## config.mk

```make
export PLATFORM = sky130hd
export DESIGN_NAME = bch_syndrome_seq
export DESIGN_NICKNAME = d
export VERILOG_FILES = /design/src/rtl/bch_pkg.sv /design/src/rtl/bch_syn_chunk.sv /design/src/rtl/bch_syndrome_seq.sv
export SDC_FILE = /design/constraint.sdc
export NUM_CORES = 1
export LEC_CHECK = 0
export ABC_AREA = 0
export CAP_MARGIN = 5
export CORE_AREA = 2 2 447 449
export DETAILED_ROUTE_END_ITERATION = 12
export DIE_AREA = 0 0 449 451
export DONT_BUFFER_PORTS = 1
export MAX_ROUTING_LAYER = met4
export PLACE_DENSITY = 0.36
export REMOVE_ABC_BUFFERS = 1
export SYNTH_ARGS = -nofsm -noshare
export SYNTH_HDL_FRONTEND = slang
export SYNTH_SLANG_ARGS = --single-unit
```

## constraint.sdc

```tcl
create_clock -name clk -period 4.39 [get_ports clk]
set_input_delay 0.878 -clock clk [delete_from_list [all_inputs] [get_ports clk]]
set_output_delay 0.878 -clock clk [all_outputs]
set_load 0.02 [all_outputs]
```

## src/rtl/bch_pkg.sv

```systemverilog
// Shared constants, FSM state type and GF(2^10) helpers for the BCH syndrome block.
package bch_pkg;

    localparam int unsigned M           = 10;
    localparam int unsigned N           = 542;
    localparam int unsigned K           = 512;
    localparam int unsigned FIELD_ORDER = 1023;
    localparam logic [M-1:0] PRIM_POLY  = 10'h009;

    typedef enum logic [1:0] {StIdle, StBusy, StDone} state_t;

    // Multiply by alpha: shift up and fold x^10 back as x^3 + 1.
    function automatic logic [M-1:0] gf_mul_alpha(input logic [M-1:0] a);
        return {a[M-2:0], 1'b0} ^ (a[M-1] ? PRIM_POLY : {M{1'b0}});
    endfunction

    // alpha^e in polynomial basis; used to build constant XOR networks.
    function automatic logic [M-1:0] alpha_pow(input int unsigned e);
        logic [M-1:0] v;
        v = {{(M-1){1'b0}}, 1'b1};
        for (int unsigned i = 0; i < e % FIELD_ORDER; i++) begin
            v = gf_mul_alpha(v);
        end
        return v;
    endfunction

    // Squaring is linear over GF(2): bit i of the input maps to alpha^(2i).
    function automatic logic [M-1:0] gf_square(input logic [M-1:0] a);
        logic [M-1:0] r;
        r = '0;
        for (int unsigned i = 0; i < M; i++) begin
            if (a[i]) r = r ^ alpha_pow(2 * i);
        end
        return r;
    endfunction

endpackage

```

## src/rtl/bch_syn_chunk.sv

```systemverilog
// One Horner step for syndrome S_J: acc_out = acc_in * alpha^(J*CHUNK) + sum chunk[b]*alpha^(J*b).
module bch_syn_chunk
    import bch_pkg::*;
#(
    parameter int unsigned J     = 1,
    parameter int unsigned CHUNK = 64
) (
    input  logic [M-1:0]     acc_in,
    input  logic [CHUNK-1:0] chunk,
    output logic [M-1:0]     acc_out
);

    // Column i of the constant multiplier: alpha^i * alpha^(J*CHUNK).
    function automatic logic [M*M-1:0] build_shift_tab();
        logic [M*M-1:0] t;
        t = '0;
        for (int unsigned i = 0; i < M; i++) begin
            t[i*M +: M] = alpha_pow(J * CHUNK + i);
        end
        return t;
    endfunction

    // Contribution of each received bit within the chunk: alpha^(J*b).
    function automatic logic [CHUNK*M-1:0] build_bit_tab();
        logic [CHUNK*M-1:0] t;
        t = '0;
        for (int unsigned b = 0; b < CHUNK; b++) begin
            t[b*M +: M] = alpha_pow(J * b);
        end
        return t;
    endfunction

    localparam logic [M*M-1:0]     SHIFT_TAB = build_shift_tab();
    localparam logic [CHUNK*M-1:0] BIT_TAB   = build_bit_tab();

    // Fixed XOR network: scale the accumulator, then fold in the chunk bits.
    always_comb begin
        acc_out = '0;
        for (int unsigned i = 0; i < M; i++) begin
            if (acc_in[i]) acc_out = acc_out ^ SHIFT_TAB[i*M +: M];
        end
        for (int unsigned b = 0; b < CHUNK; b++) begin
            if (chunk[b]) acc_out = acc_out ^ BIT_TAB[b*M +: M];
        end
    end

endmodule

```

## src/rtl/bch_syndrome_seq.sv

```systemverilog
// Iterative syndrome generator for the (542,512) triple-error BCH code over GF(2^10).
module bch_syndrome_seq
    import bch_pkg::*;
#(
    parameter int unsigned CHUNK = 64
) (
    input  logic         clk,
    input  logic         rst_n,
    input  logic         in_valid,
    output logic         in_ready,
    input  logic [N-1:0] received,
    output logic         out_valid,
    input  logic         out_ready,
    output logic [N-1:0] received_out,
    output logic [M-1:0] syndrome1,
    output logic [M-1:0] syndrome2,
    output logic [M-1:0] syndrome3,
    output logic [M-1:0] syndrome4,
    output logic [M-1:0] syndrome5,
    output logic         no_error
);

    localparam int unsigned NCHUNK = (N + CHUNK - 1) / CHUNK;
    localparam int unsigned W      = NCHUNK * CHUNK;
    localparam int unsigned CNT_W  = $clog2(NCHUNK);
    localparam logic [CNT_W-1:0] CNT_LAST = CNT_W'(NCHUNK - 1);

    state_t           state_q, state_d;
    logic [W-1:0]     word_q;
    logic [CNT_W-1:0] cnt_q;
    logic [M-1:0]     a1_q, a3_q, a5_q;
    logic [M-1:0]     a1_d, a3_d, a5_d;
    logic [CHUNK-1:0] chunk;
    logic [M-1:0]     a1_sq;
    logic             accept;

    // Highest chunk first so Horner's rule ends on the x^0 coefficients.
    assign chunk = word_q[cnt_q*CHUNK +: CHUNK];

    bch_syn_chunk #(.J(1), .CHUNK(CHUNK)) u_syn1 (.acc_in(a1_q), .chunk(chunk), .acc_out(a1_d));
    bch_syn_chunk #(.J(3), .CHUNK(CHUNK)) u_syn3 (.acc_in(a3_q), .chunk(chunk), .acc_out(a3_d));
    bch_syn_chunk #(.J(5), .CHUNK(CHUNK)) u_syn5 (.acc_in(a5_q), .chunk(chunk), .acc_out(a5_d));

    // FSM state register.
    always_ff @(posedge clk or negedge rst_n) begin
        if (!rst_n) state_q <= StIdle;
        else        state_q <= state_d;
    end

    // Next-state and handshake decode; no accept while a result is pending.
    always_comb begin
        state_d   = state_q;
        in_ready  = 1'b0;
        out_valid = 1'b0;
        accept    = 1'b0;
        unique case (state_q)
            StIdle: begin
                in_ready = 1'b1;
                if (in_valid) begin
                    accept  = 1'b1;
                    state_d = StBusy;
                end
            end
            StBusy: begin
                if (cnt_q == '0) state_d = StDone;
            end
            StDone: begin
                out_valid = 1'b1;
                if (out_ready) state_d = StIdle;
            end
            default: state_d = StIdle;
        endcase
    end

    // Word register, chunk counter and odd-syndrome accumulators.
    always_ff @(posedge clk or negedge rst_n) begin
        if (!rst_n) begin
            word_q <= '0;
            cnt_q  <= '0;
            a1_q   <= '0;
            a3_q   <= '0;
            a5_q   <= '0;
        end else if (accept) begin
            word_q <= W'(received);
            cnt_q  <= CNT_LAST;
            a1_q   <= '0;
            a3_q   <= '0;
            a5_q   <= '0;
        end else if (state_q == StBusy) begin
            a1_q <= a1_d;
            a3_q <= a3_d;
            a5_q <= a5_d;
            if (cnt_q != '0) cnt_q <= cnt_q - 1'b1;
        end
    end

    // Even syndromes follow from S1 by squaring: S2 = S1^2, S4 = S2^2.
    always_comb begin
        a1_sq        = gf_square(a1_q);
        syndrome1    = a1_q;
        syndrome2    = a1_sq;
        syndrome3    = a3_q;
        syndrome4    = gf_square(a1_sq);
        syndrome5    = a5_q;
        received_out = word_q[N-1:0];
        no_error     = out_valid && (a1_q == '0) && (a3_q == '0) && (a5_q == '0);
    end

endmodule

```

==> qor.txt <==
status: finished with violations
failing checks: negative hold slack, max-slew violations
worst r2r src: cnt_q[0]
Total Wirelength: 162500 µm
Critical Path End Type: register
hold slack: -146.0 ps
gr ovfl total: 0
Final setup viols: 0
Initial DRC Count: 2145
P&R area growth vs syn: 19.97%
Boundary Pins: 1141
Netlist cell types: 59
slowest CP cell: mux4_2
CP Data Required Time: 5020 ps
commonest non-fill, non-tap cell in the layout: nand2_1
Startpoint Class: register
slew margin rel.: -0.3901
Worst-path clk slew: 60 ps
Slew Viols, Final: 331
RSZ-0062 raised after global routing: no
sequential cell area fraction in the yosys report: 0.4505
Fillers: 22045
Worst path most repeated cell: xnor2_1
Syn Inst Count: 3388
reg-to-reg slack, setup: 270 ps
CTS Buf Count: 80
clk_skew: 36.81 ps
Die Y: 451 µm
mean post-synth cell area: 9.477 µm²
Final min period: 4122 ps
Hold Vio Cnt, Final: 48
Async SR Flop Fraction: 1.000
ratio of cells with drive above 1 in the final layout: 0.1333
clock buffer depth: 3
first-pass GRT wire length: 220800 µm
routed len/inst: 26.49 µm
GPL Wtd Cong: 0.9075
remaining antenna violation count after routing: 0
Post-synth EDFFs: 0
Std-Cell Rows: 164
crit-path cells: buf_12 -> buf_4 -> mux4_2 -> mux2i_1 -> buf_4 -> xnor2_1 -> xnor2_1 -> xnor2_1 -> nor2_1 -> xnor2_1 -> xnor3_1 -> o21ai_1
maximum fanout along the worst path: 26
Initial DRT Pass Iterations: 5
max-capacitance violation count: 0
number of global-route vias before repair: 24780
commonest non-fill, non-tap cells in the layout: nand2_1 (1660), dfrtp_1 (574), xnor2_1 (324), buf_4 (136), nor2_1 (86)
Reg area: 0.01448 mm²
port buffer count: 0
Post-synth top flop: dfrtp_1
Post-Syn Area: 0.03211 mm²
die area: 0.2025 mm²
initial antenna violation count: 10
pin count of the biggest net entering global routing: 579
critical path data arrival time: 4750 ps
# nets final: 3973
Vias: 24192
Finished Layout Cells: 6134
Crit. Startpoint: cnt_q[0]
CTS tree: done
fin crit share: 0.9389
Achievable Freq: 0.2426 GHz
Slew @ Worst Pin: 2085 ps
Tightest Hold Check Type: input port to async pin
GRT Util Overall: 0.1602
hpwl dp: 126400 µm
Clock Sinks: 578
clock latency on the worst-skew pair: 720 ps
largest stage delay on the critical path: 510 ps
Die Width: 449 µm
htree depth: 3
Starting Density: 0.1620
DRC: 0
synthesized flop and latch total: 578
core area: 0.1982 mm²
Yosys warning count: 0
DP Cell Count: 5996
CTS Root Cell: clkbuf_16
crit path kind: register to register
DR vias/cell: 3.944
multi-input gate area in the final layout: 0.01653 mm²
synthesized netlist by cell type (27+ instances only):
cell type | instances | area (µm²)
nand3_1 | 33 | 165.2
mux4_2 | 78 | 1757
xor2_1 | 83 | 727.0
mux2_2 | 29 | 326.6
mux2i_1 | 42 | 420.4
nor2_1 | 86 | 322.8
nand2_1 | 1661 | 6235
xnor2_1 | 324 | 2838
clkbuf_1 | 142 | 533.0
xnor3_1 | 54 | 1216
mux4_1 | 27 | 709.4
dfrtp_1 | 578 | 14460
stage by stage:
step	setup slack, ps	area [µm²]	util	setup TNS, ps	hold WS, ps
3_3_place_gp	38.44	35840	0.1808	0	578.5
3_5_place_dp	29.18	35840	0.1808	0	562.6
5_1_grt	18.95	38520	0.1943	0	-205.9
2_1_floorplan	-5812	30990	-	-3267420	581.3
6_report	268.4	38520	0.1943	0	-146.0
4_1_cts	81.33	38500	0.1942	0	-236.2
layout make-up:
| class | instances | area share |
|---|---|---|
| flip-flops and latches | 578 | 0.3759 |
| multi-input cells | 2588 | 0.4290 |
| clock buffers | 105 | 0.05785 |
| inverters | 15 | 0.001527 |
| repair buffers | 159 | 0.03823 |
| diodes | 5 | 0.0003248 |
| clock inverters | 28 | 0.01095 |
| well taps | 2656 | 0.08627 |
path summary, 6_finish.rpt:
kind,endpoint,cells past startpoint
worst min register to register,syndrome1[6],2
worst max register to register,syndrome3[1],12
max in group asynchronous,word_q[439],0
worst max-delay path,syndrome3[1],12
worst min-delay path,word_q[263],0
min in group clk,word_q[412],2
what timing repair did:
action	in CTS	in global routing
setup endpoints to repair	1	2
setup buffers	0	0
resized for setup	1	2
endpoints found under the hold margin	578	235
cloned	0	0
flip-flops by register name (all words and copies together), names as in the netlist:
register   cells
syndrome3     10
word_q       542
syndrome1     10
cnt_q          4
syndrome5     10
state_q        2
metal layers:
metal  GRT usage  wire [µm]  up-vias
met5           -          0        -
met4     0.04209       3332        0
met3     0.03523       9904      139
met2      0.2718      83070      920
met1      0.1912      66170    12261
li1            -          -    10872
kinds of logic after synthesis:
family          synth area share
simple gates              0.2167
flops                     0.4505
mux                       0.1149
xor+xnor                  0.1582
compound gates           0.02131
buf+inv                  0.03651
fa+ha+maj               0.001948
critical path, delay by kind of cell, from the launching register on:
kind,cells,cell delay [ps]
AND/OR/NAND/NOR,1,110
buffers and inverters,3,740
multiplexers,2,940
flip-flops,1,460
XOR/XNOR,5,1550
AO/OA/AOI/OAI,1,120
Power is not shown: default switching activity piles up to over one toggle a cycle in this logic, so the estimate is an artifact.
